$ cat src/rtl/raid_rebuild_wr.sv
// -----------------------------------------------------------------------------
// raid_rebuild_wr
// Write side of a RAID rebuild engine. It takes two surviving-disk codewords
// (A, B) and a block address from the read side. It rebuilds the lost codeword
// as A XOR B and writes it to the failed disk, which is the single 0 bit of
// disk_stat. The write is held until memory acknowledges it. A one-cycle
// write_done pulse then lets the read side advance. rebuild_done marks the
// block that completes after last_op was seen.
//
// Optional build macro: HAMMING_CHK_EN
//   When defined, each codeword is Hamming(12,8) corrected in a first CALC
//   cycle, and the XOR happens in a second one. Ports uncorr_err and
//   corr_cnt are added.
//
// Ports
//   clk             system clock (posedge)
//   reset           asynchronous reset, active low
//   mem_valid       one-cycle pulse: A/B/add valid
//   rd_valid_data_A surviving codeword A
//   rd_valid_data_B surviving codeword B
//   add             block address
//   disk_stat       disk health, exactly one 0 bit marks the failed disk
//   last_op         pulse: block in flight is the final one
//   mem_wr_ack      memory accepted the write
//   wr_en           one-hot write enable to the failed disk
//   wr_add          write address
//   wr_data         rebuilt codeword
//   write_done      one-cycle pulse: block finished
//   rebuild_done    one-cycle pulse: final block written
//   stat_err        one-cycle pulse: illegal disk_stat
//   ovf_err         one-cycle pulse: mem_valid while busy
//   uncorr_err      (HAMMING_CHK_EN) sticky: uncorrected codeword seen
//   corr_cnt        (HAMMING_CHK_EN) corrected-word count, saturating
// -----------------------------------------------------------------------------
module raid_rebuild_wr (
    input  logic        clk,
    input  logic        reset,
    input  logic        mem_valid,
    input  logic [11:0] rd_valid_data_A,
    input  logic [11:0] rd_valid_data_B,
    input  logic [7:0]  add,
    input  logic [2:0]  disk_stat,
    input  logic        last_op,
    input  logic        mem_wr_ack,
    output logic [2:0]  wr_en,
    output logic [7:0]  wr_add,
    output logic [11:0] wr_data,
    output logic        write_done,
    output logic        rebuild_done,
    output logic        stat_err,
    output logic        ovf_err
`ifdef HAMMING_CHK_EN
    ,
    output logic        uncorr_err,
    output logic [7:0]  corr_cnt
`endif
);

    typedef enum logic [1:0] {IDLE, CALC, WRITE, DONE} state_t;

    state_t      state_r;
    logic [11:0] a_r;
    logic [11:0] b_r;
    logic [7:0]  add_r;
    logic [2:0]  stat_r;
    logic        last_pending_r;

    // A legal status has exactly one failed disk.
    function automatic logic stat_legal(input logic [2:0] s);
        logic ok;
        case (s)
            3'b110, 3'b101, 3'b011: ok = 1'b1;
            default:                ok = 1'b0;
        endcase
        return ok;
    endfunction

    // The failed disk (the 0 bit) receives the write.
    function automatic logic [2:0] stat_to_en(input logic [2:0] s);
        logic [2:0] en;
        case (s)
            3'b110:  en = 3'b001;
            3'b101:  en = 3'b010;
            3'b011:  en = 3'b100;
            default: en = 3'b000;
        endcase
        return en;
    endfunction

`ifdef HAMMING_CHK_EN
    // Bit i holds codeword position i+1. Each syndrome bit is the parity of the
    // positions whose index has that bit set.
    function automatic logic [3:0] ham_syndrome(input logic [11:0] cw);
        logic [3:0] syn;
        syn[0] = ^(cw & 12'h555);
        syn[1] = ^(cw & 12'h666);
        syn[2] = ^(cw & 12'h878);
        syn[3] = ^(cw & 12'hF80);
        return syn;
    endfunction

    // Syndromes 1..12 name a single flipped position.
    function automatic logic ham_fixable(input logic [3:0] syn);
        return (syn >= 4'd1) && (syn <= 4'd12);
    endfunction

    function automatic logic [11:0] ham_correct(input logic [11:0] cw, input logic [3:0] syn);
        logic [11:0] fixed;
        if (ham_fixable(syn)) begin
            fixed = cw ^ (12'd1 << (syn - 4'd1));
        end else begin
            fixed = cw;
        end
        return fixed;
    endfunction

    logic       calc_phase_r;
    logic [3:0] syn_a_s;
    logic [3:0] syn_b_s;
    logic [1:0] fix_cnt_s;
    logic [8:0] cnt_sum_s;

    assign syn_a_s   = ham_syndrome(a_r);
    assign syn_b_s   = ham_syndrome(b_r);
    assign fix_cnt_s = {1'b0, ham_fixable(syn_a_s)} + {1'b0, ham_fixable(syn_b_s)};
    assign cnt_sum_s = {1'b0, corr_cnt} + {7'd0, fix_cnt_s};
`endif

    // Rebuild FSM with all outputs registered.
    always_ff @(posedge clk or negedge reset) begin
        if (!reset) begin
            state_r        <= IDLE;
            a_r            <= 12'd0;
            b_r            <= 12'd0;
            add_r          <= 8'd0;
            stat_r         <= 3'd0;
            last_pending_r <= 1'b0;
            wr_en          <= 3'b000;
            wr_add         <= 8'd0;
            wr_data        <= 12'd0;
            write_done     <= 1'b0;
            rebuild_done   <= 1'b0;
            stat_err       <= 1'b0;
            ovf_err        <= 1'b0;
`ifdef HAMMING_CHK_EN
            calc_phase_r   <= 1'b0;
            uncorr_err     <= 1'b0;
            corr_cnt       <= 8'd0;
`endif
        end else begin
            write_done   <= 1'b0;
            rebuild_done <= 1'b0;
            stat_err     <= 1'b0;
            ovf_err      <= 1'b0;

            // In DONE the old flag is consumed. A last_op arriving in that
            // same cycle re-arms the flag for the next block.
            if (state_r == DONE) begin
                last_pending_r <= last_op;
            end else if (last_op) begin
                last_pending_r <= 1'b1;
            end else begin
                last_pending_r <= last_pending_r;
            end

            if (mem_valid && (state_r != IDLE)) begin
                ovf_err <= 1'b1;
            end

            case (state_r)
                IDLE: begin
                    if (mem_valid) begin
                        if (stat_legal(disk_stat)) begin
                            a_r     <= rd_valid_data_A;
                            b_r     <= rd_valid_data_B;
                            add_r   <= add;
                            stat_r  <= disk_stat;
                            state_r <= CALC;
                        end else begin
                            stat_err <= 1'b1;
                        end
                    end
                end
                CALC: begin
`ifdef HAMMING_CHK_EN
                    if (!calc_phase_r) begin
                        a_r          <= ham_correct(a_r, syn_a_s);
                        b_r          <= ham_correct(b_r, syn_b_s);
                        calc_phase_r <= 1'b1;
                        if (!ham_fixable(syn_a_s) && (syn_a_s != 4'd0)) begin
                            uncorr_err <= 1'b1;
                        end
                        if (!ham_fixable(syn_b_s) && (syn_b_s != 4'd0)) begin
                            uncorr_err <= 1'b1;
                        end
                        corr_cnt <= cnt_sum_s[8] ? 8'd255 : cnt_sum_s[7:0];
                    end else begin
                        calc_phase_r <= 1'b0;
                        wr_data      <= a_r ^ b_r;
                        wr_add       <= add_r;
                        wr_en        <= stat_to_en(stat_r);
                        state_r      <= WRITE;
                    end
`else
                    wr_data <= a_r ^ b_r;
                    wr_add  <= add_r;
                    wr_en   <= stat_to_en(stat_r);
                    state_r <= WRITE;
`endif
                end
                WRITE: begin
                    if (mem_wr_ack) begin
                        wr_en   <= 3'b000;
                        state_r <= DONE;
                    end
                end
                DONE: begin
                    write_done   <= 1'b1;
                    rebuild_done <= last_pending_r;
                    state_r      <= IDLE;
                end
                default: begin
                    wr_en   <= 3'b000;
                    state_r <= IDLE;
                end
            endcase
        end
    end

endmodule

$ cat config.mk
export PLATFORM = sky130hd
export DESIGN_NAME = raid_rebuild_wr
export DESIGN_NICKNAME = d
export VERILOG_FILES = /design/src/rtl/raid_rebuild_wr.sv
export SDC_FILE = /design/constraint.sdc
export NUM_CORES = 1
export LEC_CHECK = 0
export CORE_MARGIN = 2
export CORE_UTILIZATION = 48
export DETAILED_ROUTE_END_ITERATION = 10
export HOLD_SLACK_MARGIN = 0.1
export PLACE_DENSITY = 0.78
export SLEW_MARGIN = 20
export SYNTH_ARGS = -nofsm -noshare
export SYNTH_HDL_FRONTEND = slang
export SYNTH_SLANG_ARGS = --single-unit
$ cat constraint.sdc
create_clock -name clk -period 2.52 [get_ports clk]
set_input_delay 0.378 -clock clk [delete_from_list [all_inputs] [get_ports clk]]
set_output_delay 0.378 -clock clk [all_outputs]
set_load 0.005 [all_outputs]
# Yosys cells after proc, flatten, opt, wreduce, memory -nomap -nowiden
# Index checks and enable logic that the tools add are counted.
[totals]
regBits = 65
[op_classes]
n_eq_ne = 12
n_mux = 18
bitwise = 1
reduce_logical = 9
[ops]
columns = ["operator", "n"]
rows = [
  ["3-bit equality test (second input constant)", 4],
  ["12-bit XOR", 1],
  ["1-bit two-way mux", 11],
  ["3-bit case mux with 3 select lines", 1],
  ["2-bit case mux with 4 select lines", 1],
  ["3-bit by 2-bit equality test with 1-bit output (second input constant)", 2],
  ["2-bit two-way mux", 3],
  ["3-bit case mux with 2 select lines", 1],
  ["3-bit AND reduction", 2],
  ["2-bit nonzero test", 3],
  ["2-bit equality test (second input constant)", 2],
  ["2-bit != test (second input constant)", 2],
  ["3-bit two-way mux", 1],
  ["3-bit OR reduction", 1],
  ["2-bit by 1-bit equality test with 1-bit output (second input constant)", 1],
  ["2-bit zero test", 1],
  ["2-bit by 1-bit != test with 1-bit output (second input constant)", 1],
  ["2-bit AND reduction", 1],
  ["1-bit logical AND", 1],
]

# Logic depth before layout (Yosys ltp)
[logic_depth]
word_depth = 8
ltp_mapped = 7
ltp_nobuf = 6

# Least setup slack after synthesis
# OpenSTA, ideal clock, no wires.
[synth_timing]
path_type = "reg2reg"
start = "register state_r[0]"
end = "register a_r[10]"
setup_ns = 0.125
t_arrival_ns = 1.671
required_ns = 2.395
setup_slack_ns = 0.724
stages_incl_launch_ff = 8
path_buffers = 2
synth_period_minus_slack_ns = 1.796
path_cell_list = "dfrtp_1 -> inv_1 -> ha_1 -> clkbuf_1 -> nand2_1 -> nor2_4 -> buf_6 -> mux2_2"
[synth_via]
elab_chain_len = 2
[synth_lines]
columns = ["element", "line", "source"]
rows = [
  ["from (decl)", "61", "state_t state_r;"],
  ["from (signal assigned)", "132", "state_r <= IDLE;"],
  ["from (signal assigned)", "178", "state_r <= CALC;"],
  ["from (signal assigned)", "208", "state_r <= WRITE;"],
  ["2-bit zero test", "170", "case (state_r)"],
  ["3-bit AND reduction (no source line)", "--", ""],
  ["to (signal assigned)", "174", "a_r <= rd_valid_data_A;"],
  ["to (decl)", "62", "logic [11:0] a_r;"],
]
# Every way passes these cells.
# A chain may end at the register's enable or synchronous reset.

# Worst setup path in the final report
[layout_timing]
start = "register state_r[0]"
end = "register a_r[2]"
# Same word-level chain as after synthesis.

==> flow_summary.ini <==
[yosys]
synth_edf_count = 0
yosysTopAreaCell = dfrtp_1
yosys.cell_types.count = 31
yosysSeqAreaShare_pct = 61.2
synth_warnings = 0
synth.cell_area_um2 = 2660
synth_nets = 238
ys.flop_type = dfrtp_1
synthArstFlopShare_pct = 100
ys_top_cells_by_area = dfrtp_1 61%, mux2_2 17%, xnor2_1 4.0%, a21oi_1 2.4%, ha_1 2.4%
syn_area_per_cell_um2 = 13.8
ys_seq_elements = 65
syn_inst = 193
synth_top_area_share_pct = 61.2

[place]
port-buffer-count = 66
hpwl_um = 3420
place_congestion = 0.769
pre_cts_ws_ns = 0.316
placed_area_um2 = 3400

[grt]
grt_overflow_total = 0
grt_pass1_vias = 1794
grt_pass1_wl_um = 8190
track_usage_pct = 17.1
grt_antenna_before_repair = 0
grt_max_degree = 38

[timing]
slew_violations = 0
max_slew_margin_pct = 56.1
hold_viol = 0
worst_slack_ns = 0.594
finClkSkew_ns = 0.00785
finalCriticalPeriod_ns = 1.93
rsz0062_at_grt = false
period_share_pct = 76.4
max_freq_mhz = 519
finalSetupViolCount = 0
worst_pin_slew_ns = 0.659
fin_setup_tns_ns = 0

[outcome]
status = finished, final reports clean

[critical_path]
r2r-end = a_r[2]
rrSetupSlack_ns = 0.59
cpPeakStageDelay_ns = 0.40
cp-end-kind = register
cpMaxStageDelayCell = dfrtp_1
cp_cell_sequence = inv_1 > ha_1 > nand2_1 > nor2_4 > buf_4 > mux2_2
reg2reg_depth = 6
critPathBufInv = 2
cp.required_ns = 2.73
crit_family = flip-flops
crit_type = reg2reg
arrival_ns = 2.14
crit_fanout = 19
critPathLaunchType = register
rr_startpoint = state_r[0]

[clocking]
cts_buffers = 9
cts_tree = yes
root_buffer = clkbuf_8
cts_sinks = 65
postCtsResizedCells = 0
cts_max_level = 3
clock_path_buffers = 2
clock_latency_ns = 0.33
cts.clk_slew.worst_paths_ns = 0.06

[detailed_routing]
drc = 0
initialDrtViolationCount = 48
vias = 1687
drt_wl_total_um = 4810
avgRoutedWirePerCell_um = 13.9
vias_per_cell = 4.89
ant_nets = 0
dr.pass1.iters = 4

[power]
leakage_uw = 0.00154
p_per_area_nw_per_um2 = 1200
ir_worst_vdd_v = 0.000593

[cells_and_area]
utilization_pct = 66.4
fill_cells = 426
multi_input_area_um2 = 955
fin_area_um2 = 3610
seq_area_um2 = 1630
area_growth_pct = 36.0
layout.nets = 313
drive_gt1_share_pct = 22.0
antenna_cells = 0

[run]
cap_violations = 0

[floorplanning]
ioPinCount = 67
die_y_um = 78.4
dieArea_um2 = 6150
start_util_pct = 48.9
coreArea_um2 = 5440
rows = 27
fp.dieW_um = 78.4

[hold_path]
whs_endpoint = last_pending_r
hold_depth = 1
hold_path_class = reg2reg
hold_start = last_pending_r
## layout make-up
type                    instances  area share (%)
clock buffers                  13            3.84
clock inverters                 3            1.80
inverters                       6           0.623
multi-input cells             114            26.4
flip-flops and latches         65            45.0
well taps                      72            2.49
repair buffers                 72            19.8
## worst max-delay path by stage
| stage | startpoint | end | cells after the start |
|---|---|---|---|
| final | state_r[0] | a_r[2] | 6 |
| after global routing | state_r[0] | add_r[2] | 6 |
| after CTS | state_r[0] | a_r[2] | 6 |
| after detailed placement | disk_stat[1] | stat_r[1] | 6 |
| after global placement | disk_stat[1] | b_r[8] | 6 |
| after floorplan | state_r[0] | a_r[10] | 7 |
## metal layers
layer  wire length (um)  GRT usage, %  up-vias  share of wire (%)
met2               2330          27.0       40                 48
met1               2160          22.4      827                 45
met5                  0             0        -                  0
met4                 80          6.84        0                1.7
li1                   -             -      813                  -
met3                233          5.06        7                4.8
## sequential cells by signal (all words and copies together), names as in the netlist
| name | cells |
|---|---|
| state_r | 2 |
| a_r | 12 |
| last_pending_r | 1 |
| wr_add | 8 |
| stat_err | 1 |
| wr_data | 12 |
| b_r | 12 |
| wr_en | 3 |
| stat_r | 3 |
| ovf_err | 1 |
| write_done | 1 |
| rebuild_done | 1 |
| add_r | 8 |
## power breakdown
group / switching [uW] / internal, uW / leakage (uW)
sequential: 294 / 1550 / 0.000784
clock: 368 / 558 / 0.000102
combinational: 582 / 994 / 0.000651
## Yosys cell counts, types with 2 or more instances
library cell / instances
xnor2_1: 12
a21o_1: 2
nor2_1: 15
a21oi_1: 13
ha_1: 5
o21ai_0: 3
nand2_1: 3
buf_6: 3
mux2_2: 40
clkbuf_1: 4
o41ai_1: 2
nand2b_1: 3
dfrtp_1: 65
inv_1: 6
## cells in the final DEF, fill, tap and decap left out, drive strengths merged, types with 2 or more instances in the layout
cell / n
a21o: 2
a21oi: 14
buf: 6
bufinv: 2
clkbuf: 13
clkdlybuf4s50: 65
dfrtp: 65
ha: 5
inv: 6
mux2: 41
nand2: 3
nand2b: 3
nor2: 16
o21ai: 3
o41ai: 2
xnor2: 12
## metrics by stage
stage	power, uW	hold slack [ns]	instances
6_report	4340	0.478	345
3_3_place_gp	3400	0.440	328
5_1_grt	4640	0.510	345
2_1_floorplan	2760	0.0824	193
4_1_cts	4400	0.487	345
3_5_place_dp	3450	0.447	328
## logic make-up after synthesis
kind of cell | after synthesis | synth area share, %
DFF | 65 | 61.2
adders and majority gates | 5 | 2.35
xor gates and xnor gates | 13 | 4.28
buffers and inverters | 14 | 2.87
and+or+nand+nor | 27 | 5.09
muxes | 42 | 17.7
AOI/OAI and AO/OA | 27 | 6.45
## timing repair
item / CTS / global route
hold buffers: 1 / 0
setup buffers: 0 / 0
endpoints found under the hold margin: 28 / 0
(Power assumes the default switching activity.)
